==> src/rtl/bus_rr_arb_mux.sv <==
// bus_rr_arb_mux
//   Round-robin arbiter for NUM_M bus masters plus the master-to-slave
//   multiplexer that drives the shared slave-side bus from the current owner.
//
//   Ports
//     clk          system clock, rising edge
//     reset_       asynchronous reset, active low
//     m_req_       per-master request, active low
//     m_addr       packed master addresses, master i at [i*ADDR_W +: ADDR_W]
//     m_as_        per-master address strobe, active low
//     m_rw         per-master direction, 1 = read, 0 = write
//     m_wr_data    packed master write data, master i at [i*DATA_W +: DATA_W]
//     m_grnt_      per-master grant, active low, registered, at most one low
//     s_addr       selected address       (0 when no grant)
//     s_as_        selected strobe        (1 when no grant)
//     s_rw         selected direction     (1 when no grant)
//     s_wr_data    selected write data    (0 when no grant)
//     owner        index of current owner, valid while busy
//     busy         1 while a grant is active
//     timeout_evt  one-cycle pulse on forced revocation (timeout build only)
//
//   Build option: define BUS_ARB_TIMEOUT_EN to add the tenure counter that
//   revokes ownership after TIMEOUT_CYCLES owned cycles when others wait.
//
//   state | meaning
//   IDLE  | no grant; scan requests from owner+1 each cycle
//   OWNED | one master holds the bus until it releases (or times out)

module bus_rr_arb_mux #(
   parameter int NUM_M          = 4,
   parameter int ADDR_W         = 30,
   parameter int DATA_W         = 32,
   parameter int TIMEOUT_CYCLES = 256
) (
   input  logic                        clk,
   input  logic                        reset_,
   input  logic [NUM_M-1:0]            m_req_,
   input  logic [NUM_M*ADDR_W-1:0]     m_addr,
   input  logic [NUM_M-1:0]            m_as_,
   input  logic [NUM_M-1:0]            m_rw,
   input  logic [NUM_M*DATA_W-1:0]     m_wr_data,
   output logic [NUM_M-1:0]            m_grnt_,
   output logic [ADDR_W-1:0]           s_addr,
   output logic                        s_as_,
   output logic                        s_rw,
   output logic [DATA_W-1:0]           s_wr_data,
   output logic [$clog2(NUM_M)-1:0]    owner,
   output logic                        busy
`ifdef BUS_ARB_TIMEOUT_EN
   ,
   output logic                        timeout_evt
`endif
);

   localparam int OW = $clog2(NUM_M);

   if (NUM_M < 2 || NUM_M > 16) begin : g_chk_num_m
      $error("NUM_M out of range");
   end
   if (TIMEOUT_CYCLES < 2 || TIMEOUT_CYCLES > 65535) begin : g_chk_timeout
      $error("TIMEOUT_CYCLES out of range");
   end

   typedef enum logic {IDLE, OWNED} state_t;

   state_t           state, state_nxt;
   logic [NUM_M-1:0] grnt, grnt_nxt;
   logic [OW-1:0]    owner_nxt;
   logic [NUM_M-1:0] req, scan_req;
   logic             hit;
   logic [OW-1:0]    hit_idx;

   // owner doubles as the round-robin pointer: it is loaded on every grant
   // and keeps the last owner through IDLE, so the scan always starts after it.
   function automatic logic [OW:0] rr_pick(input logic [NUM_M-1:0] r,
                                           input logic [OW-1:0]    base);
      logic          found;
      logic [OW-1:0] idx;
      int            j;
      found = 1'b0;
      idx   = '0;
      for (int k = 1; k <= NUM_M; k++) begin
         j = int'(base) + k;
         if (j >= NUM_M) j = j - NUM_M;
         if (!found && r[j]) begin
            found = 1'b1;
            idx   = OW'(j);
         end
      end
      return {found, idx};
   endfunction

`ifdef BUS_ARB_TIMEOUT_EN
   localparam logic [15:0] TENURE_MAX = 16'(TIMEOUT_CYCLES - 1);
   logic [15:0] tenure, tenure_nxt;
   logic        evt_nxt;
`endif

   always_comb begin
      req       = ~m_req_;
      state_nxt = state;
      grnt_nxt  = grnt;
      owner_nxt = owner;
`ifdef BUS_ARB_TIMEOUT_EN
      tenure_nxt = tenure;
      evt_nxt    = 1'b0;
`endif
      // While owned the current owner never competes: on release its request
      // is already gone, and on a timeout it must be skipped.
      scan_req = req;
      if (state == OWNED) scan_req[owner] = 1'b0;
      {hit, hit_idx} = rr_pick(scan_req, owner);

      case (state)
         IDLE: begin
            if (hit) begin
               state_nxt = OWNED;
               grnt_nxt  = NUM_M'(1) << hit_idx;
               owner_nxt = hit_idx;
`ifdef BUS_ARB_TIMEOUT_EN
               tenure_nxt = '0;
`endif
            end
         end
         OWNED: begin
            if (!req[owner]) begin
               if (hit) begin
                  grnt_nxt  = NUM_M'(1) << hit_idx;
                  owner_nxt = hit_idx;
`ifdef BUS_ARB_TIMEOUT_EN
                  tenure_nxt = '0;
`endif
               end else begin
                  state_nxt = IDLE;
                  grnt_nxt  = '0;
               end
            end
`ifdef BUS_ARB_TIMEOUT_EN
            else if (tenure == TENURE_MAX) begin
               tenure_nxt = '0;
               if (hit) begin
                  grnt_nxt  = NUM_M'(1) << hit_idx;
                  owner_nxt = hit_idx;
                  evt_nxt   = 1'b1;
               end
            end else begin
               tenure_nxt = tenure + 16'd1;
            end
`endif
         end
         default: begin
            state_nxt = IDLE;
            grnt_nxt  = '0;
         end
      endcase
   end

   always_ff @(posedge clk or negedge reset_) begin
      if (!reset_) begin
         state <= IDLE;
         grnt  <= '0;
         owner <= OW'(NUM_M - 1);
      end else begin
         state <= state_nxt;
         grnt  <= grnt_nxt;
         owner <= owner_nxt;
      end
   end

`ifdef BUS_ARB_TIMEOUT_EN
   always_ff @(posedge clk or negedge reset_) begin
      if (!reset_) begin
         tenure      <= '0;
         timeout_evt <= 1'b0;
      end else begin
         tenure      <= tenure_nxt;
         timeout_evt <= evt_nxt;
      end
   end
`endif

   assign m_grnt_ = ~grnt;
   assign busy    = (state == OWNED);

   // grnt is one-hot or zero, so at most one branch below fires.
   always_comb begin
      s_addr    = '0;
      s_as_     = 1'b1;
      s_rw      = 1'b1;
      s_wr_data = '0;
      for (int i = 0; i < NUM_M; i++) begin
         if (grnt[i]) begin
            s_addr    = m_addr[i*ADDR_W +: ADDR_W];
            s_as_     = m_as_[i];
            s_rw      = m_rw[i];
            s_wr_data = m_wr_data[i*DATA_W +: DATA_W];
         end
      end
   end

endmodule

==> config.mk <==
export PLATFORM = sky130hd
export DESIGN_NAME = bus_rr_arb_mux
export DESIGN_NICKNAME = d
export VERILOG_FILES = /design/src/rtl/bus_rr_arb_mux.sv
export SDC_FILE = /design/constraint.sdc
export NUM_CORES = 1
export LEC_CHECK = 0
export BUFFER_PORTS_ARGS = -buffer_cell sky130_fd_sc_hd__buf_2
export CORE_AREA = 2 2 129 131
export CTS_BUF_LIST = sky130_fd_sc_hd__clkbuf_8
export DETAILED_ROUTE_END_ITERATION = 8
export DIE_AREA = 0 0 131 133
export GPL_TIMING_DRIVEN = 0
export PLACE_DENSITY_LB_ADDON = 0.25
export SYNTH_ARGS = -nofsm -noshare
export SYNTH_HDL_FRONTEND = slang
export SYNTH_SLANG_ARGS = --single-unit
==> constraint.sdc <==
create_clock -name clk -period 2.8 [get_ports clk]
set_input_delay 0.42 -clock clk [delete_from_list [all_inputs] [get_ports clk]]
set_output_delay 0.42 -clock clk [all_outputs]
set_load 0.005 [all_outputs]
==> PnR_summary.wiki, run 1 <==
{| class="wikitable"
! Metric !! Value
|-
| Setup slack after placement || -0.262 ns
|-
| Pin slew with the least headroom to its limit || 0.786 ns
|-
| Count of buffers inserted at the top-level ports || 332
|-
| Longest Clk Path Bufs || 2
|-
| Number of global-route vias before repair || 4,070
|-
| Startpoint Class || register
|-
| Final Skew || 0.00182 ns
|-
| Peak fanout along the critical path || 10
|-
| Library cell with the largest summed area after synthesis || sky130_fd_sc_hd__o21ai_0
|-
| Mean routed wirelength per cell || 17.4 µm
|-
| Setup Total Neg Slack || 0 ns
|-
| Synthesized flop and latch total || 7
|-
| Data arrival, critical path || 2.17 ns
|-
| Half-perimeter wire length of the detailed placement result || 13,200 µm
|-
| Power dissipated by switching net loads || 2.04 mW
|-
| Die footprint || 17,400 µm²
|-
| Library cells used by synthesis || 37
|-
| Post-synthesis cell count || 366
|-
| Number of vias after detailed routing || 4,259
|-
| Hold Path Class || in -> async
|-
| Number of remaining DRC errors || 0
|-
| Number of nets in the final layout || 968
|-
| Final worst setup slack || 0.211 ns
|-
| Final setup violation count || 0
|-
| Period minus WS final || 2.59 ns
|-
| Starting utilization of the core area || 14.4%
|-
| Clock latency of the later-clocked register in the worst-skew pair || 0.22 ns
|-
| Sort of element at the end of the critical path || output pin
|-
| Area growth syn-to-layout || 85.5%
|-
| Clock tree root buffer cell || sky130_fd_sc_hd__clkbuf_8
|-
| Synth area leaders || sky130_fd_sc_hd__o21ai_0 (27%), sky130_fd_sc_hd__a221o_1 (26%), sky130_fd_sc_hd__nand2_1 (12%)
|-
| Slew headroom || 46.9%
|-
| Number of buffers created by CTS || 3
|-
| Syn Std Cell Area || 2340 µm²
|-
| Max-cap violations || 0
|-
| TritonCTS clock tree || yes
|-
| Worst-path cell chain || inv_1, nor2_4, clkbuf_1, a221o_1, o21ai_0, o21ai_0, buf_2
|-
| Share of layout cells above drive strength 1 || 52.1%
|-
| Clock network power share || 3.6%
|-
| DR iter-0 viols || 181
|-
| Height of the chip || 133 µm
|-
| Number of levels in the clock H-tree || 1
|-
| Combinational cell fraction of total power || 90.3%
|-
| Worst hold margin || 0.0241 ns
|-
| Sequential-to-total area share from yosys stat || 7.61%
|-
| Internal Dissipation || 1.77 mW
|-
| YS warnings || 0
|-
| Std cell rows || 47
|-
| Required time of the critical path || 2.38 ns
|-
| Final slew viol count || 0
|-
| Post-detailed-route count of antenna-violating nets || 0
|-
| Worst setup path category || reg -> out
|-
| Static leakage || 2.15 nW
|-
| Setup repair after global routing missed its margin || true
|-
| Top Ports || 333
|-
| CP most frequent cell || sky130_fd_sc_hd__o21ai_0
|-
| Cell at the slowest stage of the critical path || sky130_fd_sc_hd__clkbuf_1
|-
| Run status || finished, final reports clean
|-
| PD cells || 879 nW/µm²
|-
| Overall overflow remaining after global route || 0
|-
| Fmax || 386 MHz
|-
| First-pass GRT wire length || 22,500 µm
|-
| Maximum VDD drop || 0.000514 V
|-
| Area share of the largest cell type after synthesis || 27.0%
|-
| Antenna fix cells || 0
|-
| Clk pin slew, worst setup/hold paths || 0.04 ns
|-
| All-layer global routing usage || 16.5%
|-
| Post-layout utilization of the core || 26.8%
|-
| Initial antenna violation count || 0
|-
| Stage delay of the slowest cell on the critical path || 0.50 ns
|-
| TritonCTS sink count || 7
|-
| Part of the power in registers || 6.1%
|-
| Net Count, Synth || 632
|-
| Maximum number of pins on one net before global-route repair || 11
|-
| Overall routed net length || 16,000 µm
|-
| Avg Cell Area, Syn || 6.38 µm²
|-
| Post-CTS setup buffers || 0
|-
| Count of TritonRoute iterations in the first routing pass || 4
|-
| Ratio of routed vias to standard cells || 4.62
|-
| Final worst-path cycle share || 92.4%
|-
| Core area || 16,200 µm²
|-
| Hold violation total from the final report || 0
|-
| Global placer's final weighted congestion || 0.793
|-
| Net switching fraction of the power || 53.5%
|-
| Die Width || 131 µm
|}
-- state kept, by name (all words and copies together) (netlist names) --
| name | flops |
|---|---|
| grnt | 4 |
| owner | 2 |
| busy | 1 |
-- worst max-delay path: cells and delay by family, from the launching register on --
| kind | cells | cell delay (ns) |
|---|---|---|
| buffers and inverters | 3 | 0.76 |
| and+or+nand+nor | 1 | 0.26 |
| DFF | 1 | 0.39 |
| AOI/OAI and AO/OA | 3 | 0.54 |
-- what timing repair did --
action                                  in CTS  in global routing
gates cloned                                 0                  0
hold buffers                                 0                  0
endpoints found under the setup margin      64                  3
gates resized for setup                     11                  3
pin swaps                                    0                  0
-- power groups by stage --
stage | combinational [mW] | clock [mW] | sequential (mW)
floorplan | 1.99 | 0 | 0.201
global placement | 3.48 | 0 | 0.213
detailed placement | 3.46 | 0 | 0.212
CTS | 3.48 | 0.141 | 0.238
global route | 3.81 | 0.148 | 0.246
finish | 3.44 | 0.137 | 0.233
-- cell type report --
cell class / instances / area [µm²]
fillers: 1868 / 11800
multi-input cells: 309 / 1960
repair buffers: 332 / 1660
well taps: 220 / 275
plain buffers: 42 / 188
flip-flops and latches: 7 / 178
clock buffers: 3 / 41.3
inverters: 7 / 26.3
clock inverters: 1 / 3.75
-- cells in the mapped netlist (all sizes together) --
cell type / n
and3: 2
a211oi: 4
nand2: 73
a221o: 61
inv: 7
or4b: 1
a21oi: 11
dfrtp: 5
nand3b: 1
o41ai: 1
nand3: 1
o21ai: 127
dfstp: 2
o21bai: 1
clkbuf: 41
o211ai: 1
o2bb2ai: 1
o31ai: 5
or2: 1
buf: 2
or3: 1
xnor2: 1
nand2b: 1
o22ai: 2
mux2: 4
nor2: 2
ha: 4
a21o: 1
mux4: 2
-- metal layers --
metal	up-vias	share of wire, %	GRT usage, %
met5	-	0	0
met4	0	1.2	2.72
met3	16	7.8	2.06
met2	205	49	29.7
met1	1943	42	21.0
li1	2095	-	-
-- worst paths after layout --
kind                             end  slack (ns)  depth (start not counted)     start
max in group asynchronous   owner[1]        2.54                          1    reset_
setup / recovery           s_addr[8]        0.21                          7   grnt[0]
hold reg to reg             owner[1]        0.53                          2  owner[1]
hold / removal                  busy        0.02                          1    reset_
min in group clk            owner[1]        0.53                          2  owner[1]
setup reg to reg             grnt[2]        0.40                          7  owner[0]
-- kinds of logic (layout without fill, tap and decap cells) --
logic type	Yosys count	after routing	share of synthesized area, %
XOR/XNOR	1	1	0.375
buffers and inverters	50	385	8.78
AND/OR/NAND/NOR	83	83	14.7
adder cells (fa/ha/maj)	4	4	2.14
multiplexers	6	6	4.18
AO/OA/AOI/OAI	215	215	62.2
flip-flops	7	7	7.61
-- stage by stage --
| step | std cells | instance area, µm² | power, mW |
|---|---|---|---|
| floorplan | 366 | 2340 | 2.19 |
| global route | 921 | 4330 | 4.21 |
| global placement | 918 | 4270 | 3.69 |
| CTS | 921 | 4330 | 3.86 |
| detailed placement | 918 | 4270 | 3.68 |
| finish | 921 | 4330 | 3.81 |
-- layout by cell type (no fill, tap or decap), types with 3 or more instances in the layout --
cell type,synthesis,final
sky130_fd_sc_hd__dfrtp_1,5,5
sky130_fd_sc_hd__mux2_2,3,3
sky130_fd_sc_hd__clkbuf_1,40,31
sky130_fd_sc_hd__a211oi_1,3,3
sky130_fd_sc_hd__nand2_1,73,73
sky130_fd_sc_hd__clkbuf_8,1,4
sky130_fd_sc_hd__inv_1,7,8
sky130_fd_sc_hd__ha_1,4,4
sky130_fd_sc_hd__o31ai_2,3,3
sky130_fd_sc_hd__a221o_1,61,61
sky130_fd_sc_hd__o21ai_0,126,124
sky130_fd_sc_hd__a21oi_1,9,9
sky130_fd_sc_hd__clkbuf_2,0,7
sky130_fd_sc_hd__buf_2,0,332
(Power assumes the default switching activity.)
==> inputs of run 2 (changes only) <==
- HOLD_SLACK_MARGIN: not set -> 0.03
- PLACE_DENSITY: not set -> 0.56
- PLACE_DENSITY_LB_ADDON: 0.25 -> not set
==> run 2 against run 1 <==
Effect of this change: wire length decreased by 5.1%; die area unchanged; final cell count increased by 0.11%; critical path type unchanged; core utilization about the same; clock skew about the same; worst hold slack improved by 0.50 ns; sequential share of layout area is essentially flat; clock power hardly changed.
==> PnR_summary.wiki, run 2 (synthesized netlist as in run 1, its figures left out) <==
{| class="wikitable"
! Metric !! Value
|-
| Run status || finished, final reports clean
|-
| Fmax || 372 MHz (-3.7%)
|-
| Data arrival, critical path || 2.27 ns (+0.10 ns)
|-
| DR iter-0 viols || 231 (+28%)
|-
| Post-Layout Cell Count || 922 (+0.11%)
|-
| Met1 track utilization from global routing || 19.7% (-1.3 points)
|-
| Share of layout cells above drive strength 1 || 52.4% (+0.35 points)
|-
| Placed cell count || 918 (unchanged)
|-
| Hold Path Stages || 2
|-
| First-pass GRT wire length || 21,400 µm (-4.7%)
|-
| Number of buffers created by CTS || 3 (unchanged)
|-
| Global placer's final weighted congestion || 0.825 (+4.0%)
|-
| Final worst-path cycle share || 96.0% (+3.5 points)
|-
| Fillers || 1,854 (-0.75%)
|-
| Hold violation total from the final report || 0 (unchanged)
|-
| All-layer global routing usage || 15.6% (-0.88 points)
|-
| Clk pin slew, worst setup/hold paths || 0.04 ns (about the same)
|-
| Number of levels in the clock H-tree || 1 (unchanged)
|-
| Starting utilization of the core area || 14.4% (unchanged)
|-
| Std cell rows || 47 (unchanged)
|-
| Sort of element at the end of the critical path || output pin
|-
| Number of nets in the final layout || 969 (+0.10%)
|-
| Initial antenna violation count || 0 (unchanged)
|-
| Ratio of routed vias to standard cells || 4.67 (+1.1%)
|-
| Most congested layer reported by global routing || met2
|-
| PD cells || 861 nW/µm² (-2.0%)
|-
| Area growth syn-to-layout || 85.8%
|-
| Core area || 16,200 µm² (unchanged)
|-
| Overall routed net length || 15,200 µm (-5.1%)
|-
| Endpoint of the worst hold-timing path || owner[1]
|-
| Launch point of the worst reg-to-reg path || owner[0]
|-
| TritonCTS sink count || 7 (unchanged)
|-
| Height of the chip || 133 µm (unchanged)
|-
| Period minus WS final || 2.69 ns (+0.0989 ns)
|-
| Clock latency of the later-clocked register in the worst-skew pair || 0.23 ns (about the same)
|-
| Half-perimeter wire length of the detailed placement result || 12,600 µm (-4.4%)
|-
| Pin slew with the least headroom to its limit || 0.720 ns (-0.0661 ns)
|-
| Number of vias after detailed routing || 4,310 (+1.2%)
|-
| Part of the power in registers || 6.2% (about the same)
|-
| Reg2Reg Capture Point || grnt[2]
|-
| Clock tree root buffer cell || sky130_fd_sc_hd__clkbuf_8
|-
| Net switching fraction of the power || 52.7% (-0.84 points)
|-
| Register name with the most flops || grnt
|-
| Final worst setup slack || 0.113 ns (-0.0989 ns)
|-
| Required time of the critical path || 2.38 ns (about the same)
|-
| Worst setup path category || reg -> out
|-
| Final setup violation count || 0 (unchanged)
|-
| Slew headroom || 51.4% (+4.5 points)
|-
| Hold Path Class || reg -> reg
|-
| Setup slack after placement || -0.100 ns (+0.162 ns)
|-
| Mean routed wirelength per cell || 16.5 µm (-5.2%)
|-
| Most frequent standard cell in the layout excluding fill and tap cells || sky130_fd_sc_hd__buf_2
|-
| Clock network power share || 3.8% (+0.2 points)
|-
| Power dissipated by switching net loads || 1.97 mW (-3.4%)
|-
| Number of remaining DRC errors || 0 (unchanged)
|-
| Commonest non-fill, non-tap cells in the layout || sky130_fd_sc_hd__buf_2 (332), sky130_fd_sc_hd__o21ai_0 (126), sky130_fd_sc_hd__nand2_1 (73), sky130_fd_sc_hd__a221o_1 (61), sky130_fd_sc_hd__clkbuf_1 (27)
|-
| Maximum VDD drop || 0.000494 V (-3.9%)
|-
| Die footprint || 17,400 µm² (unchanged)
|-
| Number of global-route vias before repair || 4,099 (+0.71%)
|-
| Reg2Reg Depth || 7 (unchanged)
|-
| Max reg flops || 4 (unchanged)
|-
| Post-CTS setup buffers || 0 (unchanged)
|-
| Die Width || 131 µm (unchanged)
|-
| Overall overflow remaining after global route || 0 (unchanged)
|-
| Worst hold start || owner[1]
|-
| GR Util met2 || 28.3% (-1.4 points)
|-
| Internal Dissipation || 1.77 mW (about the same)
|-
| Post-detailed-route count of antenna-violating nets || 0 (unchanged)
|-
| Count of buffers inserted at the top-level ports || 332 (unchanged)
|-
| Top Ports || 333 (unchanged)
|-
| Maximum number of pins on one net before global-route repair || 11 (unchanged)
|-
| Max-cap violations || 0 (unchanged)
|-
| R2R setup slack || 0.51 ns (+0.11 ns)
|-
| PnR Total Power || 3.74 mW (-1.8%)
|-
| Static leakage || 2.16 nW (+0.63%)
|-
| Antenna fix cells || 0 (unchanged)
|-
| Startpoint Class || register
|-
| Count of TritonRoute iterations in the first routing pass || 4 (unchanged)
|-
| Met3 Resource Use GR || 1.58% (-0.49 points)
|-
| Peak fanout along the critical path || 10 (unchanged)
|-
| Final Skew || 0.00149 ns (-0.000328 ns)
|-
| Combinational cell fraction of total power || 90.0% (-0.3 points)
|-
| TritonCTS clock tree || yes
|-
| Final slew viol count || 0 (unchanged)
|-
| Longest Clk Path Bufs || 2 (unchanged)
|-
| Setup repair after global routing missed its margin || true
|}
==> run 2: changes by cell type in the layout (fill, tap and decap cells not counted), sizes merged <==
cell,before,now
buf,334,335
dlygate4sd3,0,1
clkbuf,43,42
==> run 2: stage by stage <==
stage          area, µm²  util (%)  setup TNS (ns)  hold WS, ns
2_1_floorplan       2340         -               0        0.124
3_3_place_gp        4270      26.4          -0.243        0.257
3_5_place_dp        4270      26.4          -0.118        0.260
4_1_cts             4330      26.8               0        0.533
5_1_grt             4340      26.8         -0.0144        0.556
6_report            4340      26.8               0        0.528
==> run 2: cell type report <==
class	instances	area (µm²)	area share, %
Sequential cell	7	178	4.09
Inverter	7	26.3	0.605
Clock buffer	3	41.3	0.951
Timing Repair Buffer	333	1670	38.5
Clock inverter	1	3.75	0.0865
Tap cell	220	275	6.34
Multi-Input combinational cell	309	1960	45.1
Buffer	42	189	4.35
==> run 2: what timing repair did <==
action                                  in CTS  in global routing
endpoints found under the setup margin      64                 38
gates resized for setup                      5                 15
hold buffers                                 1                  0
endpoints found under the hold margin        5                  0
==> run 2: layer usage <==
layer | vias up | routed length (µm)
met3 | 17 | 1080
met5 | - | 0
met1 | 1982 | 6420
li1 | 2097 | -
met2 | 214 | 7500
met4 | 0 | 235
==> run 2: power by group through the flow <==
stage               combinational [mW]  sequential [mW]  clock, mW
floorplan                         1.99            0.201          0
global placement                  3.38            0.214          0
detailed placement                3.38            0.214          0
CTS                               3.37            0.237      0.141
global route                      3.75            0.243      0.148
finish                            3.37            0.232      0.140
==> run 2: how the worst max path moves through the flow <==
stage | startpoint | end | cells after the start
after CTS | grnt[0] | s_wr_data[22] | 7
after floorplan | owner[0] | grnt[2] | 7
after global placement | grnt[3] | s_wr_data[27] | 6
final | grnt[3] | s_wr_data[27] | 5
after global routing | grnt[3] | s_wr_data[27] | 5
after detailed placement | grnt[3] | s_wr_data[27] | 6
==> run 2: worst max-delay path, cell delays in order, from the launching register on <==
cell and delay [ns]:
sky130_fd_sc_hd__dfrtp_1 0.68, sky130_fd_sc_hd__clkbuf_2 0.38, sky130_fd_sc_hd__clkbuf_1 0.51, sky130_fd_sc_hd__nand2_1 0.14
sky130_fd_sc_hd__o21ai_0 0.14, sky130_fd_sc_hd__buf_2 0.17
==> inputs of run 3 (changes only) <==
- REMOVE_ABC_BUFFERS: not set -> 1
==> run 3 against run 2 <==
Effect of this change: clock skew decreased by 0.00067 ns; critical path depth increased by 1; final area decreased by 0.72%; largest power group unchanged; via count decreased by 5.5%; sequential share of layout area increased by 0.23 points; highest routed layer unchanged; worst hold slack improved by 0.0063 ns; global-route usage decreased by 2.1 points; critical endpoint is now s_addr[19]; critical path type unchanged.
==> PnR_summary.wiki, run 3 (synthesized netlist as in run 1, its figures left out) <==
{| class="wikitable"
! Metric !! Value
|-
| Run status || finished, final reports clean
|-
| TritonCTS sink count || 7 (unchanged)
|-
| Placed Area || 4220 µm² (-1.3%)
|-
| Setup repair after global routing missed its margin || false
|-
| Period minus WS final || 2.61 ns (-0.0769 ns)
|-
| First-pass GRT wire length || 18,800 µm (-12%)
|-
| Final slew viol count || 0 (unchanged)
|-
| Pin slew with the least headroom to its limit || 0.686 ns (-0.0340 ns)
|-
| Register name with the most flops || grnt
|-
| Power dissipated by switching net loads || 1.90 mW (-3.4%)
|-
| R2R setup slack || 0.33 ns (-0.18 ns)
|-
| Final Skew || 0.000823 ns (-0.000668 ns)
|-
| Die footprint || 17,400 µm² (unchanged)
|-
| Hold Path Stages || 2 (unchanged)
|-
| Area growth syn-to-layout || 84.5%
|-
| Hold Path Class || reg -> reg
|-
| Post-layout utilization of the core || 26.6% (-0.19 points)
|-
| Setup slack after placement || -0.0546 ns (+0.0457 ns)
|-
| Setup Total Neg Slack || 0 ns (unchanged)
|-
| Half-perimeter wire length of the detailed placement result || 10,200 µm (-19%)
|-
| TritonCTS clock tree || yes
|-
| Ratio of routed vias to standard cells || 4.59 (-1.9%)
|-
| Initial antenna violation count || 1 (+1)
|-
| Top Ports || 333 (unchanged)
|-
| All-layer global routing usage || 13.4% (-2.1 points)
|-
| Data arrival, critical path || 2.19 ns (-0.08 ns)
|-
| Final setup violation count || 0 (unchanged)
|-
| Startpoint Class || register
|-
| Internal Dissipation || 1.79 mW (+1.2%)
|-
| Peak fanout along the critical path || 48 (+38)
|-
| Endpoint of the worst hold-timing path || owner[1]
|-
| Mean routed wirelength per cell || 15.0 µm (-9.2%)
|-
| Post-detailed-route count of antenna-violating nets || 0 (unchanged)
|-
| Worst hold margin || 0.535 ns (+0.00630 ns)
|-
| Number of remaining DRC errors || 0 (unchanged)
|-
| Final worst-path cycle share || 93.2% (-2.7 points)
|-
| Overall routed net length || 13,300 µm (-13%)
|-
| Most frequent standard cell in the layout excluding fill and tap cells || sky130_fd_sc_hd__buf_2
|-
| PD cells || 857 nW/µm² (-0.53%)
|-
| Combinational cell fraction of total power || 85.7% (-4.3 points)
|-
| Number of vias after detailed routing || 4,072 (-5.5%)
|-
| Reg2Reg Capture Point || grnt[3]
|-
| Maximum VDD drop || 0.000422 V (-15%)
|-
| Number of nets in the final layout || 934 (-3.6%)
|-
| Net switching fraction of the power || 51.5% (-1.1 points)
|-
| Worst setup path category || reg -> out
|-
| Slew headroom || 53.7% (+2.3 points)
|-
| Std cell rows || 47 (unchanged)
|-
| Reg2Reg Depth || 7 (unchanged)
|-
| Longest Clk Path Bufs || 2 (unchanged)
|-
| Overall overflow remaining after global route || 0 (unchanged)
|-
| Required time of the critical path || 2.38 ns (about the same)
|-
| Clock latency of the later-clocked register in the worst-skew pair || 0.22 ns (about the same)
|-
| Placed cell count || 880 (-4.1%)
|-
| Fmax || 383 MHz (+2.9%)
|-
| Height of the chip || 133 µm (unchanged)
|-
| Share of layout cells above drive strength 1 || 54.9% (+2.5 points)
|-
| Clk pin slew, worst setup/hold paths || 0.04 ns (about the same)
|-
| Clock tree root buffer cell || sky130_fd_sc_hd__clkbuf_8
|-
| Sort of element at the end of the critical path || output pin
|-
| Clock network power share || 3.7% (about the same)
|-
| Max reg flops || 4 (unchanged)
|-
| Number of levels in the clock H-tree || 1 (unchanged)
|-
| Commonest non-fill, non-tap cells in the layout || sky130_fd_sc_hd__buf_2 (332), sky130_fd_sc_hd__o21ai_0 (126), sky130_fd_sc_hd__nand2_1 (73), sky130_fd_sc_hd__a221o_1 (61), sky130_fd_sc_hd__a21oi_1 (9)
|-
| Die Width || 131 µm (unchanged)
|-
| Final worst setup slack || 0.189 ns (+0.0769 ns)
|-
| Max-cap violations || 0 (unchanged)
|-
| Count of buffers inserted at the top-level ports || 332 (unchanged)
|-
| Static leakage || 2.12 nW (-1.8%)
|-
| Post-Layout Cell Count || 888 (-3.7%)
|-
| PnR Total Power || 3.69 mW (-1.2%)
|-
| DR iter-0 viols || 226 (-2.2%)
|-
| Worst hold start || owner[1]
|-
| Count of TritonRoute iterations in the first routing pass || 5 (+1)
|-
| Cell area after layout || 4310 µm² (-0.72%)
|-
| Part of the power in registers || 10.6% (+4.4 points)
|-
| Launch point of the worst reg-to-reg path || owner[0]
|-
| Starting utilization of the core area || 14.4% (unchanged)
|-
| Number of buffers created by CTS || 3 (unchanged)
|-
| Global placer's final weighted congestion || 0.783 (-5.1%)
|-
| Core area || 16,200 µm² (unchanged)
|-
| Number of global-route vias before repair || 3,651 (-11%)
|-
| Hold violation total from the final report || 0 (unchanged)
|-
| Maximum number of pins on one net before global-route repair || 75 (+64)
|}
[run 3: critical path, cell delays in order, from the launching register on]
cell and delay (ns):
sky130_fd_sc_hd__dfrtp_2 0.65, sky130_fd_sc_hd__buf_12 0.32, sky130_fd_sc_hd__inv_4 0.18, sky130_fd_sc_hd__buf_12 0.22
sky130_fd_sc_hd__o21ai_0 0.31, sky130_fd_sc_hd__o21ai_0 0.13, sky130_fd_sc_hd__buf_2 0.14
[run 3: power groups by stage]
stage | clock network (mW) | logic (mW) | registers (mW)
global route | 0.148 | 3.52 | 0.420
floorplan | 0 | 1.66 | 0.434
finish | 0.138 | 3.16 | 0.390
detailed placement | 0 | 3.09 | 0.394
CTS | 0.141 | 3.17 | 0.392
global placement | 0 | 2.87 | 0.595
[run 3: area by class of cell]
type	count	area (µm²)
timing repair buffer	339	1800
inverter	7	28.8
multi-input combinational	310	1970
sequential	7	186
fill	1812	11900
antenna	1	2.50
clock buffer	3	41.3
clock inverter	1	3.75
tap	220	275
[run 3: how the worst max path moves through the flow]
stage / start / depth (start not counted) / end
floorplan: grnt[1] / 4 / s_addr[0]
global placement: grnt[1] / 5 / s_wr_data[14]
detailed placement: grnt[1] / 7 / s_addr[3]
CTS: grnt[1] / 6 / s_addr[22]
global route: grnt[1] / 7 / s_addr[3]
finish: grnt[2] / 6 / s_addr[19]
[run 3: layer usage]
metal | vias to the layer above | global-route usage (%) | share of wire, %
li1 | 2028 | - | -
met1 | 1822 | 17.1 | 43
met2 | 208 | 24.1 | 48
met3 | 14 | 1.66 | 7.3
met4 | 0 | 2.78 | 1.2
met5 | - | 0 | 0
[run 3: what timing repair did]
| item | in CTS | in global routing |
|---|---|---|
| buffers inserted | 1 | 0 |
| gates resized for setup | 0 | 4 |
| pin swaps | 1 | 0 |
| hold buffers | 1 | 0 |
| endpoints found under the setup margin | 42 | 19 |
| gates cloned | 1 | 0 |
| endpoints found under the hold margin | 5 | 0 |
